File: config.mk
export PLATFORM = sky130hd
export DESIGN_NAME = uart_tx_buffered
export DESIGN_NICKNAME = d
export VERILOG_FILES = /design/src/rtl/uart_pkg.sv /design/src/rtl/sync_fifo.sv /design/src/rtl/uart_tx_buffered.sv
export SDC_FILE = /design/constraint.sdc
export NUM_CORES = 1
export LEC_CHECK = 0
export BUFFER_PORTS_ARGS = -buffer_cell sky130_fd_sc_hd__buf_4
export CAP_MARGIN = 20
export CORE_ASPECT_RATIO = 1.75
export CORE_MARGIN = 2
export CORE_UTILIZATION = 56
export DETAILED_ROUTE_END_ITERATION = 12
export HOLD_SLACK_MARGIN = 0.03
export PLACE_DENSITY_LB_ADDON = 0.08
export RECOVER_POWER = 50
export SYNTH_ARGS = -nofsm -noshare
export SYNTH_HDL_FRONTEND = slang
export SYNTH_HIERARCHICAL = 1
export SYNTH_SLANG_ARGS = --single-unit
File: constraint.sdc
create_clock -name clk -period 3.6 [get_ports clk]
set_input_delay 0.72 -clock clk [delete_from_list [all_inputs] [get_ports clk]]
set_output_delay 0.72 -clock clk [all_outputs]
set_load 0.01 [all_outputs]
File: src/rtl/uart_pkg.sv
// Shared types and constants for the buffered UART transmitter.
package uart_pkg;

    localparam int UART_DATA_W          = 8;
    localparam int DEFAULT_CLKS_PER_BIT = 5208;

    typedef enum logic [1:0] {
        IDLE  = 2'd0,
        START = 2'd1,
        DATA  = 2'd2,
        STOP  = 2'd3
    } tx_state_t;

endpackage

File: src/rtl/sync_fifo.sv
// Single-clock FIFO with combinational head output, latency 1 push-to-pop.
// A push while full is accepted only when a pop happens in the same cycle; otherwise it is dropped.
module sync_fifo #(
    parameter int W  = 8,
    parameter int AW = 3
) (
    input  logic          clk,
    input  logic          reset,
    input  logic          push,
    input  logic [W-1:0]  push_dat,
    input  logic          pop,
    output logic [W-1:0]  pop_dat,
    output logic          full,
    output logic          empty,
    output logic [AW:0]   count
);

    localparam int DEPTH = 1 << AW;

    logic [W-1:0]  mem [DEPTH];
    logic [AW-1:0] wr_ptr;
    logic [AW-1:0] rd_ptr;
    logic          do_push;
    logic          do_pop;

    assign full    = (count == (AW+1)'(DEPTH));
    assign empty   = (count == '0);
    assign do_pop  = pop && !empty;
    assign do_push = push && (!full || do_pop);
    assign pop_dat = mem[rd_ptr];

    always_ff @(posedge clk) begin
        if (reset) begin
            wr_ptr <= '0;
            rd_ptr <= '0;
            count  <= '0;
        end else begin
            if (do_push) wr_ptr <= wr_ptr + 1'b1;
            if (do_pop)  rd_ptr <= rd_ptr + 1'b1;
            case ({do_push, do_pop})
                2'b10:   count <= count + 1'b1;
                2'b01:   count <= count - 1'b1;
                default: count <= count;
            endcase
        end
    end

    // Storage needs no reset: the pointers and count define what is valid.
    always_ff @(posedge clk) begin
        if (do_push) mem[wr_ptr] <= push_dat;
    end

endmodule

File: src/rtl/uart_tx_buffered.sv
// Buffered 8N1 UART transmitter: 8-entry FIFO feeding a framing FSM; line falls two edges after a push into an idle block.
// TX_READY low while the FIFO is full, except in the cycle the FSM pops, when a new byte can take the freed slot.
module uart_tx_buffered
    import uart_pkg::*;
#(
    parameter int CLKS_PER_BIT = DEFAULT_CLKS_PER_BIT,
    parameter int FIFO_AW      = 3
) (
    input  logic                   clk,
    input  logic                   reset,
    input  logic [UART_DATA_W-1:0] TX_DATA,
    input  logic                   TX_EN,
    output logic                   TX_READY,
    output logic                   TX_STATUS,
    output logic                   UART_TXD
);

    localparam logic [13:0] LAST_TICK = 14'(CLKS_PER_BIT - 1);

    tx_state_t              state_q, state_d;
    logic [13:0]            baud_q, baud_d;
    logic [2:0]             bit_q, bit_d;
    logic [UART_DATA_W-1:0] shift_q, shift_d;
    logic                   txd_q, txd_d;
    logic                   status_q;
    logic                   bit_end;

    logic [UART_DATA_W-1:0] fifo_head;
    logic                   fifo_pop;
    logic                   fifo_full;
    logic                   fifo_empty;
    logic [FIFO_AW:0]       fifo_count;

    sync_fifo #(
        .W  (UART_DATA_W),
        .AW (FIFO_AW)
    ) u_fifo (
        .clk      (clk),
        .reset    (reset),
        .push     (TX_EN),
        .push_dat (TX_DATA),
        .pop      (fifo_pop),
        .pop_dat  (fifo_head),
        .full     (fifo_full),
        .empty    (fifo_empty),
        .count    (fifo_count)
    );

    assign bit_end   = (baud_q == LAST_TICK);
    assign TX_READY  = !fifo_full || fifo_pop;
    assign TX_STATUS = status_q;
    assign UART_TXD  = txd_q;

    always_comb begin
        state_d  = state_q;
        baud_d   = baud_q;
        bit_d    = bit_q;
        shift_d  = shift_q;
        fifo_pop = 1'b0;
        txd_d    = 1'b1;
        case (state_q)
            IDLE: begin
                if (!fifo_empty) begin
                    fifo_pop = 1'b1;
                    shift_d  = fifo_head;
                    baud_d   = '0;
                    state_d  = START;
                end
            end
            START: begin
                txd_d  = 1'b0;
                baud_d = bit_end ? 14'd0 : baud_q + 14'd1;
                if (bit_end) begin
                    bit_d   = '0;
                    state_d = DATA;
                end
            end
            DATA: begin
                txd_d  = shift_q[0];
                baud_d = bit_end ? 14'd0 : baud_q + 14'd1;
                if (bit_end) begin
                    shift_d = shift_q >> 1;
                    bit_d   = bit_q + 3'd1;
                    if (bit_q == 3'd7) state_d = STOP;
                end
            end
            STOP: begin
                baud_d = bit_end ? 14'd0 : baud_q + 14'd1;
                if (bit_end) begin
                    // Chain straight into the next start bit when more data is waiting.
                    if (!fifo_empty) begin
                        fifo_pop = 1'b1;
                        shift_d  = fifo_head;
                        state_d  = START;
                    end else begin
                        state_d  = IDLE;
                    end
                end
            end
            default: state_d = IDLE;
        endcase
    end

    always_ff @(posedge clk) begin
        if (reset) begin
            state_q  <= IDLE;
            baud_q   <= '0;
            bit_q    <= '0;
            shift_q  <= '0;
            txd_q    <= 1'b1;
            status_q <= 1'b1;
        end else begin
            state_q  <= state_d;
            baud_q   <= baud_d;
            bit_q    <= bit_d;
            shift_q  <= shift_d;
            txd_q    <= txd_d;
            status_q <= (state_q == IDLE) && (fifo_count == '0);
        end
    end

endmodule

==> reports/metrics.cfg <==
[logic_synthesis]
synth_seq_area_share_pct=58.1
synth_top_family_by_area=multiplexers
synth_cells=356
synthMuxAreaShare_pct=14.9
syn-cell-area_sq_um=4760
synth_xor_area_share_pct=2.21
yosysUniqueCellTypes=51
synth-simple-area-share_pct=11.6
ys_seq_elements=106
async_flop_share_pct=0
syn_area_per_cell_sq_um=13.4
synth_fp_nets=381
ys_warn_count=6
synthFlopType=edfxtp_1
synth_compound_area_share_pct=6.52
synth_edf_count=64
yosys.area_share.adder_pct=3.84

[clock_network]
cts_buffers=9
clock_latency_ps=340
ctsResizeCount=0
clock_path_buffers=2
cts.sinks=106
cts_max_level=3
post_cts_buffers=0
cts-root-buf=clkbuf_16
cts_hold_buf=0
clk_pin_slew_ps=70
tritoncts=yes

[timing]
period_needed_ps=3250
tightestPinTransition_ps=899
hold_ws_ps=456
tns_ps=0
timing.final.max_slew_violations=0
relSlewSlack_pct=40.0
setup-violations-final=0
rsz0062_at_grt=no
max_freq_ghz=0.307
skew_ps=5.67
hold_viol_final=0
period_share_pct=90.3

[power]
p_comb_share_pct=30.8
seqPwrFrac_pct=42.8
p_int_mw=2.39
vdd_ir_drop_max_mv=0.517
leakage_nw=1.83
p_sw_share_pct=32.8
clkPwrFrac_pct=26.4
p_per_area_nw_per_um2=684
power_switching_mw=1.17

[floorplan]
io_pins=14
die_area_sq_um=9280
fp.dieW_um=73.7
die_h_um=126
core_area_sq_um=8260
initial_core_util_pct=57.6
rows=44

[layout]
n_antenna_cell=0
layout-drive-gt1-share_pct=14.2
fillCellCount=652
final_core_util_pct=63.1
area_growth_syn_to_layout_pct=9.52
stdcell_count=472
nNetsFinal=400
design_area_sq_um=5210

[worst_setup_path]
worstPathCellList=nor4b_2 -> and4_1 -> a21oi_1 -> nor3_1 -> o21ai_2 -> or2_2 -> inv_1 -> ha_1 -> a21oi_1 -> nand2_1 -> or3_1 -> nand4_1
path_class=reg2reg
crit_top_cell=a21oi_1
startpoint=baud_q[3]
cp-start-kind=flip-flop
slowest_stage=nor4b_2
crit_path_end_kind=flip-flop
ff2ff_setup_slack_ps=350
timing.rr.start=baud_q[3]
cpPeakStageDelay_ps=440
cp_data_required_time_ps=3880
path_max_fanout=6
cp.arrival_ps=3540

[flow_run]
maxCapViolCount=0

[placed_design]
place_congestion=0.868
dp_hpwl_um=5970
io_buffers=13
place_area_sq_um=4960
dp_cells=456

[global_route]
grt_max_degree=21
grt_pass1_wl_um=14100
grt.overflow.total=0
track_usage_pct=20.0
antenna_found_initial=0
grt_pass1_vias=2904

[min_path]
hp-start=shift_q[0]
hold_class=reg2reg

[drt]
drt_wl_total_um=8420
drt_first_pass_iters=4
ant_nets=0
vias_per_cell=5.98
vias=2822
routedWlPerCell_um=17.8
drt_iter0_markers=129
drcViolationCount=0

[status]
status=finished, final reports clean

synthesized netlist by cell type (all sizes together), types with 3 or more instances:
| library cell | count | area [sq um] |
|---|---|---|
| nor2 | 28 | 105 |
| inv | 10 | 37.5 |
| o21ai | 13 | 76.3 |
| a211oi | 3 | 35.0 |
| nand2b | 4 | 25.0 |
| o211ai | 3 | 22.5 |
| edfxtp | 64 | 1920 |
| clkbuf | 4 | 16.3 |
| mux4 | 16 | 420 |
| buf | 12 | 81.3 |
| nand4 | 6 | 37.5 |
| a21oi | 13 | 65.1 |
| dfxtp | 42 | 841 |
| nand3 | 8 | 40.0 |
| or4 | 3 | 26.3 |
| ha | 13 | 163 |
| or3 | 7 | 48.8 |
| nand2 | 32 | 120 |
| xor2 | 5 | 43.8 |
| mux2 | 15 | 169 |
| and2 | 3 | 21.3 |
| nor3 | 7 | 35.0 |
| o31ai | 3 | 22.5 |
| xnor2 | 7 | 61.3 |
| mux2i | 12 | 120 |
final timing paths:
check	depth (start not counted)	endpoint
setup / recovery	12	u_fifo/count[3]
hold / removal	2	shift_q[0]
setup reg to reg	12	u_fifo/count[3]
hold reg to reg	2	shift_q[0]
placed cells by master (no fill, tap or decap), types with 2 or more instances in the layout:
master     Yosys  final
inv_6          0      2
mux4_1        16     16
nor3_1         7      7
a21oi_1       13     13
or4b_1         2      2
edfxtp_1      64     64
or2_2          2      2
mux2_2        15     15
nor2_1        28     28
nand2b_1       4      4
mux2i_1       12     12
and2_1         2      2
nor4b_2        0      2
ha_1          13     13
a211oi_1       2      2
xnor2_1        7      7
inv_1         10     10
clkinv_4       0      2
nand4_1        6      6
or3_1          6      6
o311a_1        2      2
or4_1          2      2
clkbuf_1       3     12
o31ai_1        3      3
o21ai_2        3      3
nand3_1        8      8
o21ai_0       10     10
buf_4          0     12
o211ai_1       3      3
nand2_1       32     32
inv_8          0      2
nor4_1         2      2
xor2_1         5      5
clkbuf_16      0      9
dfxtp_1       42     42
logic make-up (layout without fill, tap and decap cells):
family,after synthesis,in the layout
DFF,106,106
buffers and inverters,26,50
AOI/OAI and AO/OA,45,45
adders and majority gates,14,14
xor gates and xnor gates,12,12
muxes,43,43
and+or+nand+nor,110,110
worst max-delay path, delay by kind of cell (launching register included):
kind	cells	cell delay [ps]
fa+ha+maj	1	260
compound gates	3	440
flops	1	390
simple gates	7	2020
buf+inv	1	90
area by class of cell:
| type | count | area [sq um] | area share [%] |
|---|---|---|---|
| sequential | 106 | 2760 | 53.0 |
| multi-input combinational | 224 | 1870 | 35.9 |
| clock buffer | 9 | 225 | 4.32 |
| timing repair buffer | 24 | 135 | 2.59 |
| tap | 92 | 115 | 2.21 |
| clock inverter | 7 | 65.1 | 1.25 |
| inverter | 10 | 37.5 | 0.720 |
sequential cells by signal, indices dropped and copies added (netlist names), named ones only:
name	flops
u_fifo/count	4
UART_TXD	1
TX_STATUS	1
baud_q	14
u_fifo/mem	64
state_q	2
bit_q	3
u_fifo/rd_ptr	3
u_fifo/wr_ptr	3
shift_q	8
routing by layer:
| metal | wire length (um) | global-route usage (%) |
|---|---|---|
| met5 | 0 | 0 |
| met4 | 156 | 7.81 |
| met3 | 172 | 3.44 |
| met2 | 4730 | 35.3 |
| met1 | 3360 | 23.6 |
power groups by stage:
| stage | clock (mW) | combinational (mW) | sequential [mW] |
|---|---|---|---|
| 6_report | 0.940 | 1.10 | 1.53 |
| 5_1_grt | 1.01 | 1.23 | 1.55 |
| 4_1_cts | 0.964 | 1.14 | 1.53 |
| 3_5_place_dp | 0 | 1.13 | 1.55 |
| 3_3_place_gp | 0 | 1.10 | 1.55 |
| 2_1_floorplan | 0 | 0.981 | 1.49 |
through the flow:
stage,setup WS (ps),power (mW)
after global placement,509,2.66
after global routing,55.1,3.79
after floorplan,523,2.47
after CTS,265,3.63
final,348,3.56
after detailed placement,348,2.68
Power figures use the tool's default switching activity.
